==> src/rtl/walmult_dot_accum.sv <==
// walmult_dot_accum: saturating dot-product accumulator that sits behind the
// 8x8 Wallace-tree multiplier. One unsigned product term is absorbed per
// accepted handshake; after N_TERMS terms (or an early in_last) the sum,
// term count and saturation flag are latched and held on the output
// handshake until downstream takes them.
module walmult_dot_accum #(
    parameter int PROD_W  = 16,
    parameter int N_TERMS = 8,
    parameter int ACC_W   = 19,
    parameter int CNT_W   = $clog2(N_TERMS + 1)
) (
    input  logic              clk,
    input  logic              rst,
    input  logic [PROD_W-1:0] prod_in,
    input  logic              in_valid,
    input  logic              in_last,
    output logic              in_ready,
    input  logic              flush,
    output logic [ACC_W-1:0]  acc_out,
    output logic [CNT_W-1:0]  term_cnt,
    output logic              overflow,
    output logic              out_valid,
    input  logic              out_ready
);

    typedef enum logic {
        ST_ACCUM = 1'b0,
        ST_DONE  = 1'b1
    } state_t;

    state_t             state_r;
    logic [ACC_W-1:0]   acc_r;
    logic [CNT_W-1:0]   cnt_r;
    logic               ovf_r;
    logic               in_ready_r;
    logic [ACC_W-1:0]   acc_out_r;
    logic [CNT_W-1:0]   term_cnt_r;
    logic               overflow_r;
    logic               out_valid_r;

    logic [ACC_W-1:0]   next_acc_s;
    logic               next_ovf_s;
    logic [CNT_W-1:0]   cnt_inc_s;
    logic               term_end_s;
    logic [ACC_W:0]     sum_s;

    // One guard bit above the accumulator catches the carry that signals
    // the sum no longer fits and must be clamped.
    function automatic logic [ACC_W:0] wide_sum(input logic [ACC_W-1:0]  a,
                                                input logic [PROD_W-1:0] p);
        return {1'b0, a} + {{(ACC_W + 1 - PROD_W){1'b0}}, p};
    endfunction

    // Next accumulator value, sticky saturation and end-of-vector detection
    // for the term currently presented.
    always_comb begin
        sum_s      = wide_sum(acc_r, prod_in);
        next_acc_s = sum_s[ACC_W-1:0];
        next_ovf_s = ovf_r;
        cnt_inc_s  = cnt_r + {{(CNT_W-1){1'b0}}, 1'b1};
        term_end_s = 1'b0;
        if (sum_s[ACC_W]) begin
            next_acc_s = {ACC_W{1'b1}};
            next_ovf_s = 1'b1;
        end else begin
            next_acc_s = sum_s[ACC_W-1:0];
        end
        if ((cnt_inc_s == CNT_W'(N_TERMS)) || in_last) begin
            term_end_s = 1'b1;
        end else begin
            term_end_s = 1'b0;
        end
    end

    // Two-state handshake controller with all outputs registered; reset wins
    // over everything, flush only acts while a vector is being gathered.
    always_ff @(posedge clk) begin
        if (rst) begin
            state_r     <= ST_ACCUM;
            acc_r       <= {ACC_W{1'b0}};
            cnt_r       <= {CNT_W{1'b0}};
            ovf_r       <= 1'b0;
            in_ready_r  <= 1'b1;
            acc_out_r   <= {ACC_W{1'b0}};
            term_cnt_r  <= {CNT_W{1'b0}};
            overflow_r  <= 1'b0;
            out_valid_r <= 1'b0;
        end else begin
            case (state_r)
                ST_ACCUM: begin
                    if (flush) begin
                        acc_r <= {ACC_W{1'b0}};
                        cnt_r <= {CNT_W{1'b0}};
                        ovf_r <= 1'b0;
                    end else if (in_valid) begin
                        if (term_end_s) begin
                            acc_out_r   <= next_acc_s;
                            term_cnt_r  <= cnt_inc_s;
                            overflow_r  <= next_ovf_s;
                            out_valid_r <= 1'b1;
                            in_ready_r  <= 1'b0;
                            state_r     <= ST_DONE;
                        end else begin
                            acc_r <= next_acc_s;
                            cnt_r <= cnt_inc_s;
                            ovf_r <= next_ovf_s;
                        end
                    end else begin
                        acc_r <= acc_r;
                    end
                end
                ST_DONE: begin
                    if (out_ready) begin
                        out_valid_r <= 1'b0;
                        in_ready_r  <= 1'b1;
                        acc_r       <= {ACC_W{1'b0}};
                        cnt_r       <= {CNT_W{1'b0}};
                        ovf_r       <= 1'b0;
                        state_r     <= ST_ACCUM;
                    end else begin
                        out_valid_r <= 1'b1;
                    end
                end
                default: begin
                    state_r     <= ST_ACCUM;
                    acc_r       <= {ACC_W{1'b0}};
                    cnt_r       <= {CNT_W{1'b0}};
                    ovf_r       <= 1'b0;
                    in_ready_r  <= 1'b1;
                    out_valid_r <= 1'b0;
                end
            endcase
        end
    end

    assign in_ready  = in_ready_r;
    assign acc_out   = acc_out_r;
    assign term_cnt  = term_cnt_r;
    assign overflow  = overflow_r;
    assign out_valid = out_valid_r;

endmodule

==> config.mk <==
export PLATFORM = sky130hd
export DESIGN_NAME = walmult_dot_accum
export DESIGN_NICKNAME = d
export VERILOG_FILES = /design/src/rtl/walmult_dot_accum.sv
export SDC_FILE = /design/constraint.sdc
export NUM_CORES = 1
export LEC_CHECK = 0
export CAP_MARGIN = 30
export CORE_MARGIN = 5
export CORE_UTILIZATION = 45
export CTS_CLUSTER_SIZE = 14
export DETAILED_ROUTE_END_ITERATION = 12
export GPL_TIMING_DRIVEN = 0
export PLACE_DENSITY = 0.8
export SYNTH_ARGS = -nofsm -noshare
export SYNTH_HDL_FRONTEND = slang
export SYNTH_SLANG_ARGS = --single-unit
==> constraint.sdc <==
create_clock -name clk -period 2.3 [get_ports clk]
set_input_delay 0.575 -clock clk [delete_from_list [all_inputs] [get_ports clk]]
set_output_delay 0.575 -clock clk [all_outputs]
set_load 0.02 [all_outputs]
==> out/qor.txt, run 1 <==
====================================================================================
Status                                                                  finished, violations left
Violations in the final reports                                         setup timing
Overall power after layout                                                 0.00205 W
Layout overhead on the synthesized area                                        51.3%
TritonCTS clock tree                                                            done
Mean routed wirelength per cell                                              20.1 um
Setup_tns                                                                  -0.165 ns
Num rows                                                                          29
Setup violation total in the final timing report                                   4
Clock Latency Late Sink                                                      0.31 ns
Synthesized area                                                         0.00284 mm2
Max-Cap Viols                                                                      0
Cell family contributing the most delay on the critical path            compound AO/OA/AOI/OAI gates
RSZ-0062 raised after global routing                                             yes
Final setup skew                                                          0.00921 ns
Die ar.                                                                  0.00800 mm2
Biggest fanout along the worst timing path                                         5
Number of buffers and inverters on the critical path                               2
Final core utilization                                                         0.689
Total GRT Usage                                                                0.246
Number of primary I/O pins                                                        48
Vias per std cell                                                               6.29
Synth Flop Type                                                         sky130_fd_sc_hd__dfxtp_1
Number of global-route vias before repair                                       3221
Post-Syn Area per Cell                                                      8.28 um2
Timing startpoint of the critical path                                    prod_in[0]
Number of CTS-inserted buffers                                                     5
Number of warnings reported in the yosys synthesis log                             0
Share of cells above drive strength 1                                          0.288
Placeable core region                                                    0.00624 mm2
Number of pins exceeding their max-slew limit in the final report                  0
Cell with the largest stage delay on the worst path                     sky130_fd_sc_hd__a221o_1
Reported leakage power                                                       1.70 nW
Die width                                                                    89.5 um
CP Data Required Time                                                        2.51 ns
Largest net degree at the start of global routing                                 16
Flip-flop and latch count after synthesis                                         51
Ordered cell list for the critical path                                 buf_6, ha_4, inv_2, fa_2, nand2b_4, a21oi_4, o31ai_4, nand2_2, a221o_1, nor3b_2, a211o_1
Path category of the worst min-delay check                                reg -> reg
Number of input and output port buffers inserted                                  47
Detailed Route Iter0 Violations                                                  447
Initial Utilization                                                            0.455
Setup crit end kind                                                        flip-flop
Maximum clock frequency                                                    0.421 GHz
Number of cells produced by synthesis                                            343
Root Buffer Master                                                      sky130_fd_sc_hd__clkbuf_8
Final wirelength                                                             10.3 mm
Tcrit/Tclk final                                                                1.03
Headroom to the max-slew limit                                                 0.604
Worst Setup Slack, final                                                  -0.0744 ns
Seq/Total Area, Yosys                                                          0.359
Max Buffers Root-to-Sink                                                           2
First-pass detailed-route iteration total                                          6
Proportion of synthesized flip-flops having asynchronous set or reset              0
Peak per-stage delay on the critical path                                    0.43 ns
Number of antenna violations at the first check in global routing                  0
Number of flops mapped to enable cells by yosys                                    0
Worst vdd rail ir drop                                                      0.384 mV
Final number of hold-violating endpoints                                           0
Number of remaining DRC errors                                                     0
RD Place Congestion                                                            0.910
Total of hold buffers inserted after clock tree synthesis                          0
Kind of start point of the critical path                                primary input
Total vias in the final route                                                   3215
Ant diodes                                                                         0
Worst slew pin tran                                                         0.594 ns
Worst Hold Margin                                                           0.469 ns
Number of unique standard cell types used by synthesis                            53
Number of nets in the synthesized netlist                                        383
Gr ovfl total                                                                      0
Worst reg2reg startpoint                                                    acc_r[0]
Shortest period the worst path allows                                        2.37 ns
# nets final                                                                     474
Depth of the CTS H-tree                                                            2
DP HPWL                                                                      5.90 mm
Die height                                                                   89.5 um
Number of nets with antenna violations after routing                               0
Pwr per Cell Area                                                         477 mW/mm2
Number of clock sinks                                                             51
First-pass GRT wire length                                                   15.2 mm
Pre-CTS worst setup slack                                                  -0.768 ns
Clock Pin Slew Worst Setup and Hold Paths                                    0.09 ns
Critical path arrival                                                        2.59 ns
Crit Path Class                                                            in -> reg
Startpoint of the tightest hold check path                                 acc_r[15]
====================================================================================
## per-stage QoR
step | instance area [um2] | instances
after CTS | 4160 | 499
final | 4300 | 511
after detailed placement | 3520 | 467
after floorplan | 2950 | 343
after global routing | 4300 | 511
after global placement | 3520 | 467
## worst reg2reg max path: cells and delay by family, from the launching register on
family,cells,cell delay (ns)
DFF,1,0.35
adders and majority gates,2,0.36
buffers and inverters,1,0.05
AOI/OAI and AO/OA,4,1.06
and+or+nand+nor,3,0.46
## where the power goes
group	switching, W	internal (W)
combinational	0.000261	0.000216
clock	0.000316	0.000319
sequential	0.0000228	0.000914
## metal layers
| layer | wire length (um) | vias to the layer above | track usage | share of wire |
|---|---|---|---|---|
| met5 | 0 | - | 0 | 0 |
| met3 | 962 | 53 | 0.0461 | 0.093 |
| li1 | - | 1435 | - | - |
| met2 | 5070 | 226 | 0.434 | 0.49 |
| met1 | 3840 | 1501 | 0.280 | 0.37 |
| met4 | 418 | 0 | 0.131 | 0.041 |
## cells by family after synthesis
logic type,count (synthesis),synth area share
buffers and inverters,29,0.0405
and+or+nand+nor,96,0.165
DFF,51,0.359
xor gates and xnor gates,17,0.0524
AOI/OAI and AO/OA,130,0.294
muxes,2,0.00705
adders and majority gates,18,0.0819
## state kept, by name, summed over array words and instances (netlist names)
register	cells
overflow	1
acc_out	19
cnt_r	4
state_r	1
out_valid	1
term_cnt	4
ovf_r	1
acc_r	19
in_ready	1
## final timing paths
path                                   to  slack (ns)  cells after the start
worst max-delay path            acc_r[16]       -0.07                     11
worst min-delay path            acc_r[15]        0.47                      2
worst max register to register  acc_r[16]       -0.07                     10
worst min register to register  acc_r[15]        0.47                      2
## repair_timing
action / CTS / global route
resized for setup: 89 / 39
setup buffers: 27 / 12
setup endpoints to repair: 41 / 42
pin swaps: 39 / 31
## synthesized netlist by cell type, drive strengths merged (2+ instances only)
| cell type | instances | area (um2) |
|---|---|---|
| nor2b | 3 | 18.8 |
| a31oi | 14 | 87.6 |
| nor3 | 4 | 20.0 |
| xor2 | 8 | 70.1 |
| and3 | 6 | 37.5 |
| a21oi | 42 | 214 |
| mux2i | 2 | 20.0 |
| nand2b | 4 | 25.0 |
| a221o | 2 | 20.0 |
| and2 | 3 | 18.8 |
| nor2 | 30 | 113 |
| buf | 5 | 25.0 |
| o21ai | 35 | 186 |
| a2111oi | 2 | 17.5 |
| a311oi | 2 | 17.5 |
| xnor2 | 9 | 78.8 |
| nor4 | 2 | 12.5 |
| dfxtp | 51 | 1020 |
| inv | 8 | 30.0 |
| ha | 17 | 213 |
| o31ai | 2 | 20.0 |
| a22oi | 4 | 35.0 |
| nor3b | 4 | 30.0 |
| a211oi | 3 | 22.5 |
| clkbuf | 16 | 60.1 |
| a21o | 9 | 67.6 |
| nand3 | 8 | 40.0 |
| o211ai | 4 | 35.0 |
| nand2 | 25 | 93.8 |
## layout make-up
type	count	area (um2)
Fill cell	446	1940
Inverter	8	30.0
Tap cell	77	96.3
Multi-Input combinational cell	263	2170
Sequential cell	51	1030
Buffer	20	115
Timing Repair Buffer	85	751
Clock inverter	2	37.5
Clock buffer	5	68.8
## cell usage in the layout (no fill, tap or decap), types with 7 or more instances in the layout
master                            synthesis  routed
sky130_fd_sc_hd__nand2_1                 25      21
sky130_fd_sc_hd__nor2_1                  30      25
sky130_fd_sc_hd__buf_4                    0      34
sky130_fd_sc_hd__o21ai_0                 34      29
sky130_fd_sc_hd__nand3_1                  8       7
sky130_fd_sc_hd__clkdlybuf4s50_1          0      32
sky130_fd_sc_hd__a31oi_1                 14      13
sky130_fd_sc_hd__a21o_1                   9       9
sky130_fd_sc_hd__xnor2_1                  9       9
sky130_fd_sc_hd__xor2_1                   8       8
sky130_fd_sc_hd__ha_4                     0      14
sky130_fd_sc_hd__dfxtp_1                 51      47
sky130_fd_sc_hd__a21oi_1                 41      33
sky130_fd_sc_hd__clkbuf_1                16      10
sky130_fd_sc_hd__clkbuf_2                 0      10
Note: power is estimated with default switching activity, not from simulation.
==> run 2, diff against run 1 <==
--- a/config.mk
+++ b/config.mk
@@ -6,11 +6,11 @@
 export NUM_CORES = 1
 export LEC_CHECK = 0
 export CAP_MARGIN = 30
-export CORE_MARGIN = 5
 export CORE_UTILIZATION = 45
 export CTS_CLUSTER_SIZE = 14
 export DETAILED_ROUTE_END_ITERATION = 12
 export GPL_TIMING_DRIVEN = 0
+export HOLD_SLACK_MARGIN = 0.12
 export PLACE_DENSITY = 0.8
 export SYNTH_ARGS = -nofsm -noshare
 export SYNTH_HDL_FRONTEND = slang
==> run 2 against run 1 <==
The run still ends with setup timing left. Sequential share of layout area down 0.55 points. Global-route usage up 7.4 points. Cell area up 2.1%. Die area down 17%. Clock skew down 0.0014 ns. Power down 3.5%.
==> out/qor.txt, run 2 (synthesized netlist as in run 1, its figures left out) <==
================================================================================
Critical path arrival                                                    2.58 ns
CP Data Required Time                                                    2.52 ns
Number of clock sinks                                                         51
Final core utilization                                                     0.733
Worst Hold End                                                         acc_r[15]
Gr ovfl total                                                                  0
Worst vdd rail ir drop                                                  0.347 mV
Number of global-route vias before repair                                   3192
Initial Utilization                                                        0.474
Die width                                                                81.5 um
DP HPWL                                                                  5.52 mm
Worst Setup Slack, final                                              -0.0617 ns
Largest net degree at the start of global routing                             16
Final number of hold-violating endpoints                                       0
Number of remaining DRC errors                                                 0
First-pass GRT wire length                                               15.8 mm
# nets final                                                                 483
Max-Cap Viols                                                                  0
First-pass detailed-route iteration total                                      5
Total of hold buffers inserted after clock tree synthesis                      0
R2R setup slack                                                         -0.06 ns
Cell depth of the worst setup path                                            11
Num rows                                                                      28
Cell family contributing the most delay on the critical path        compound AO/OA/AOI/OAI gates
Biggest fanout along the worst timing path                                     3
Mean routed wirelength per cell                                          21.0 um
Comb pwr share                                                             0.256
Pwr per Cell Area                                                     450 mW/mm2
Kind of start point of the critical path                            primary input
Final wirelength                                                         10.9 mm
Startpoint of the tightest hold check path                             acc_r[15]
Net switching power                                                   0.000626 W
Total GRT Usage                                                            0.320
Number of buffers and inverters on the critical path                           3
DR WL met2                                                               5.34 mm
Most frequent cell on the critical path                             sky130_fd_sc_hd__buf_4
Ant diodes                                                                     0
Root Buffer Master                                                  sky130_fd_sc_hd__clkbuf_8
Net switching share of the total power                                     0.317
Clk network pwr share                                                      0.270
Number of nets with antenna violations after routing                           0
Die ar.                                                              0.00664 mm2
Timing startpoint of the critical path                                prod_in[6]
Peak per-stage delay on the critical path                                0.30 ns
Reported leakage power                                                   1.75 nW
Layout overhead on the synthesized area                                    54.5%
Violations in the final reports                                     setup timing
Setup crit end kind                                                    flip-flop
Number of primary I/O pins                                                    48
Share of cells above drive strength 1                                      0.318
Path depth of the worst reg2reg path                                          10
Number of stages on the worst hold path                                        2
Setup violation total in the final timing report                               5
Maximum clock frequency                                                0.423 GHz
Number of input and output port buffers inserted                              47
Worst reg2reg startpoint                                                acc_r[0]
Ordered cell list for the critical path                             dlygate4sd2_1, ha_4, a21oi_4, nor2b_4, a41oi_4, buf_4, buf_4, a31oi_1, xnor2_1, a21oi_2, a21o_1
Number of antenna violations at the first check in global routing              0
Most used cells in the layout excluding fill and tap cells          sky130_fd_sc_hd__dfxtp_1, sky130_fd_sc_hd__buf_4, sky130_fd_sc_hd__clkdlybuf4s50_1, sky130_fd_sc_hd__a21oi_1, sky130_fd_sc_hd__o21ai_0
Path category of the worst min-delay check                            reg -> reg
RSZ-0062 raised after global routing                                         yes
Final setup skew                                                      0.00779 ns
Max layer used                                                              met4
Metal3 WL                                                                 775 um
Number of CTS-inserted buffers                                                 5
Die height                                                               81.5 um
Status                                                              finished, violations left
Cell with the largest stage delay on the worst path                 sky130_fd_sc_hd__xnor2_1
Internal Dissipation                                                   0.00135 W
Shortest period the worst path allows                                    2.36 ns
Setup_tns                                                              -0.201 ns
Clock Pin Slew Worst Setup and Hold Paths                                0.10 ns
Leading cell type in the layout, fill and taps excluded             sky130_fd_sc_hd__dfxtp_1
RD Place Congestion                                                        0.910
Crit Path Class                                                        in -> reg
Number of pins exceeding their max-slew limit in the final report              0
Worst slew pin tran                                                     0.810 ns
Tcrit/Tclk final                                                            1.03
Detailed-routing wirelength on met1                                      4.34 mm
Headroom to the max-slew limit                                             0.460
Placeable core region                                                0.00599 mm2
TritonCTS clock tree                                                        done
Depth of the CTS H-tree                                                        2
Vias per std cell                                                           6.45
Part of the total power dissipated in sequential elements                  0.474
Worst reg2reg endpoint                                                 acc_r[16]
Clock Latency Late Sink                                                  0.32 ns
Max Buffers Root-to-Sink                                                       2
Total vias in the final route                                               3339
Detailed Route Iter0 Violations                                              419
================================================================================
-- run 2: cell count changes in the layout (fill, tap and decap cells not counted), moves of 3 or more --
cell                       previous run  this run
sky130_fd_sc_hd__nor3_2               3         0
sky130_fd_sc_hd__a21oi_2              3         9
sky130_fd_sc_hd__o21ai_0             29        26
sky130_fd_sc_hd__clkbuf_1            10         7
sky130_fd_sc_hd__buf_6                6         9
sky130_fd_sc_hd__nor3_4               0         3
sky130_fd_sc_hd__buf_4               34        42
sky130_fd_sc_hd__clkbuf_2            10        13
sky130_fd_sc_hd__a21oi_1             33        28
-- run 2: worst register-to-register path, stage by stage (launching register included) --
cell and delay [ns]:
sky130_fd_sc_hd__dfxtp_2 0.35, sky130_fd_sc_hd__ha_4 0.16, sky130_fd_sc_hd__inv_2 0.05, sky130_fd_sc_hd__fa_2 0.21
sky130_fd_sc_hd__nand2b_4 0.15, sky130_fd_sc_hd__a21oi_4 0.06, sky130_fd_sc_hd__o31ai_4 0.33, sky130_fd_sc_hd__nand2_2 0.13
sky130_fd_sc_hd__a221o_1 0.39, sky130_fd_sc_hd__nor3b_2 0.18, sky130_fd_sc_hd__a211o_1 0.23
-- run 2: area by class of cell --
type	instances	area, um2
Sequential cell	51	1020
Buffer	20	126
Clock inverter	2	13.8
Clock buffer	5	68.8
Multi-Input combinational cell	263	2220
Tap cell	75	93.8
Inverter	8	30.0
Fill cell	376	1600
Timing Repair Buffer	94	816
-- run 2: power by group through the flow --
stage | logic [W] | registers [W] | clock network, W
after floorplan | 0.000184 | 0.000978 | 0
after global placement | 0.000343 | 0.000953 | 0
after detailed placement | 0.000348 | 0.000953 | 0
after CTS | 0.000444 | 0.000936 | 0.000525
after global routing | 0.000529 | 0.000941 | 0.000565
final | 0.000507 | 0.000937 | 0.000533
-- run 2: how the worst max path moves through the flow --
stage                             end
after floorplan             acc_r[16]
after global placement      acc_r[16]
after detailed placement    acc_r[16]
after CTS                 acc_out[14]
after global routing        acc_r[16]
final                       acc_r[11]
-- run 2: timing repair --
action,in CTS,in global routing
gates resized for setup,92,48
setup buffers,39,8
pin swaps,38,26
endpoints found under the setup margin,40,46
-- run 2: metrics by stage --
stage	power, W	hold slack (ns)	setup slack, ns	std cells	cell area, um2
floorplan	0.00116	0.429	-0.0754	343	2950
global route	0.00203	0.492	-0.0938	518	4390
CTS	0.00190	0.471	0.000332	511	4240
detailed placement	0.00130	0.449	-0.787	465	3510
finish	0.00198	0.474	-0.0617	518	4390
global placement	0.00130	0.440	-0.756	465	3510
-- run 2: routing by layer --
layer / GRT usage / vias to the layer above
li1: - / 1457
met1: 0.393 / 1623
met2: 0.548 / 216
met3: 0.0456 / 43
met4: 0.154 / 0
met5: 0 / -
==> run 3, diff against run 2 <==
--- a/config.mk
+++ b/config.mk
@@ -11,7 +11,7 @@
 export DETAILED_ROUTE_END_ITERATION = 12
 export GPL_TIMING_DRIVEN = 0
 export HOLD_SLACK_MARGIN = 0.12
-export PLACE_DENSITY = 0.8
+export PLACE_DENSITY = 0.72
 export SYNTH_ARGS = -nofsm -noshare
 export SYNTH_HDL_FRONTEND = slang
 export SYNTH_SLANG_ARGS = --single-unit
==> run 3 against run 2 <==
The run still ends with setup timing left. Flip-flop and latch count is the same. Cell area decreased by 2.5%. Count of clock-buffer cells in the layout up 1. Critical path depth is 2 lower. First-iteration DRC count shrank 49%. Non-clock buffer count shrank 12.
==> out/qor.txt, run 3 (synthesized netlist as in run 1, its figures left out) <==
================================================================================
Maximum clock frequency                                                0.433 GHz
RD Place Congestion                                                        0.896
Most used cells in the layout excluding fill and tap cells          sky130_fd_sc_hd__dfxtp_1, sky130_fd_sc_hd__clkdlybuf4s50_1, sky130_fd_sc_hd__buf_4, sky130_fd_sc_hd__o21ai_0, sky130_fd_sc_hd__a21oi_1
Number of input and output port buffers inserted                              47
TritonCTS clock tree                                                        done
Die width                                                                81.5 um
Number of stages on the worst hold path                                        2
Clk network pwr share                                                      0.285
Crit Path Class                                                        in -> reg
Internal Dissipation                                                   0.00138 W
Number of CTS-inserted buffers                                                 5
Net switching share of the total power                                     0.303
Detailed Route Iter0 Violations                                              214
Critical path arrival                                                    2.55 ns
Die height                                                               81.5 um
Number of clock sinks                                                         51
Timing startpoint of the critical path                               prod_in[14]
Vias per std cell                                                           6.20
Headroom to the max-slew limit                                             0.541
Total of hold buffers inserted after clock tree synthesis                      0
First-pass GRT wire length                                               14.6 mm
Comb pwr share                                                             0.241
Root Buffer Master                                                  sky130_fd_sc_hd__clkbuf_8
Gr ovfl total                                                                  0
# nets final                                                                 471
Layout overhead on the synthesized area                                    50.7%
Placeable core region                                                0.00599 mm2
Number of primary I/O pins                                                    48
Total GRT Usage                                                            0.294
Setup crit end kind                                                    flip-flop
Setup violation total in the final timing report                               3
Clock Pin Slew Worst Setup and Hold Paths                                0.10 ns
RSZ-0062 raised after global routing                                         yes
Final setup skew                                                       0.0111 ns
Part of the total power dissipated in sequential elements                  0.474
Ant diodes                                                                     0
Number of nets with antenna violations after routing                           0
Path category of the worst min-delay check                            reg -> reg
Reported leakage power                                                   1.67 nW
Violations in the final reports                                     setup timing
Depth of the CTS H-tree                                                        2
Worst Hold End                                                       term_cnt[1]
CP Data Required Time                                                    2.54 ns
Final core utilization                                                     0.715
Number of global-route vias before repair                                   2937
Startpoint of the tightest hold check path                           term_cnt[1]
Worst Setup Slack, final                                             -0.00855 ns
Share of cells above drive strength 1                                      0.289
Number of remaining DRC errors                                                 0
Pwr per Cell Area                                                     461 mW/mm2
Total vias in the final route                                               3141
Net switching power                                                   0.000598 W
Kind of start point of the critical path                            primary input
Largest net degree at the start of global routing                             17
Die ar.                                                              0.00664 mm2
Fillers                                                                      415
Biggest fanout along the worst timing path                                     5
Number of pins exceeding their max-slew limit in the final report              0
Number of cells in the design after placement                                465
Num rows                                                                      28
Tcrit/Tclk final                                                            1.00
Clock Latency Late Sink                                                  0.31 ns
Max-Cap Viols                                                                  0
Mean routed wirelength per cell                                          19.4 um
Final number of hold-violating endpoints                                       0
Status                                                              finished, violations left
Worst slew pin tran                                                     0.689 ns
Path depth of the worst reg2reg path                                          11
Initial Utilization                                                        0.474
Leading cell type in the layout, fill and taps excluded             sky130_fd_sc_hd__dfxtp_1
Shortest period the worst path allows                                    2.31 ns
R2R setup slack                                                             0 ns
DP HPWL                                                                  5.64 mm
Worst vdd rail ir drop                                                  0.341 mV
First-pass detailed-route iteration total                                      5
Worst reg2reg startpoint                                                acc_r[0]
Worst reg2reg endpoint                                               acc_out[16]
Number of antenna violations at the first check in global routing              0
Final cell count without fillers                                             507
Max Buffers Root-to-Sink                                                       2
Final wirelength                                                         9.83 mm
================================================================================
run 3: cell types whose count changed in the layout (fill, tap and decap cells not counted), sizes merged:
cell	before	now
buf	54	40
clkdlybuf4s15	0	2
clkbuf	25	26
clkinv	2	1
clkinvlp	0	1
dlygate4sd2	7	8
dlymetal6s2s	1	0
run 3: how the worst max path moves through the flow:
stage	to	slack (ns)	cells after the start
after floorplan	acc_r[16]	-0.08	10
after global placement	acc_r[16]	-0.76	11
after detailed placement	acc_r[9]	-0.79	10
after CTS	acc_out[17]	0.006	8
after global routing	acc_out[16]	-0.05	11
final	acc_r[17]	-0.009	9
run 3: cell type report:
cell class | count | area [um2] | share of cell area
Clock buffer | 6 | 82.6 | 0.0193
Inverter | 8 | 30.0 | 0.00701
Timing Repair Buffer | 81 | 731 | 0.171
Buffer | 21 | 126 | 0.0295
Multi-Input combinational cell | 263 | 2180 | 0.509
Sequential cell | 51 | 1020 | 0.239
Tap cell | 75 | 93.8 | 0.0219
Clock inverter | 2 | 16.3 | 0.00380
run 3: layer usage:
metal / track usage / part of all wire / up-vias
met5: 0 / 0 / -
met4: 0.150 / 0.039 / 0
met3: 0.0489 / 0.069 / 34
met2: 0.479 / 0.49 / 176
met1: 0.374 / 0.41 / 1502
li1: - / - / 1429
run 3: critical path: stages:
cell	delay, ns
sky130_fd_sc_hd__dlygate4sd2_1	0.27
sky130_fd_sc_hd__ha_4	0.29
sky130_fd_sc_hd__nand2_2	0.09
sky130_fd_sc_hd__nor2_4	0.12
sky130_fd_sc_hd__nand4_1	0.19
sky130_fd_sc_hd__o21ai_4	0.30
sky130_fd_sc_hd__a21oi_2	0.10
sky130_fd_sc_hd__or4b_1	0.51
sky130_fd_sc_hd__o211ai_1	0.09
run 3: power groups by stage:
| stage | logic, W | registers, W | clock network [W] |
|---|---|---|---|
| 6_report | 0.000475 | 0.000936 | 0.000563 |
| 5_1_grt | 0.000504 | 0.000939 | 0.000600 |
| 4_1_cts | 0.000429 | 0.000935 | 0.000567 |
| 3_5_place_dp | 0.000351 | 0.000953 | 0 |
| 3_3_place_gp | 0.000347 | 0.000953 | 0 |
| 2_1_floorplan | 0.000184 | 0.000978 | 0 |
run 3: stage by stage:
step	instance area, um2	hold WS [ns]	power, W	setup slack, ns	TNS (ns)
3_5_place_dp	3510	0.446	0.00130	-0.794	-28.59
3_3_place_gp	3510	0.437	0.00130	-0.761	-27.59
6_report	4280	0.466	0.00197	-0.00855	-0.0153
4_1_cts	4150	0.466	0.00193	0.00560	0
2_1_floorplan	2950	0.429	0.00116	-0.0754	-0.100
5_1_grt	4280	0.501	0.00204	-0.0512	-0.220
run 3: repair_timing:
action / CTS / global route
gates resized for setup: 82 / 39
pin swaps: 37 / 31
endpoints found under the setup margin: 40 / 41
setup buffers: 31 / 4
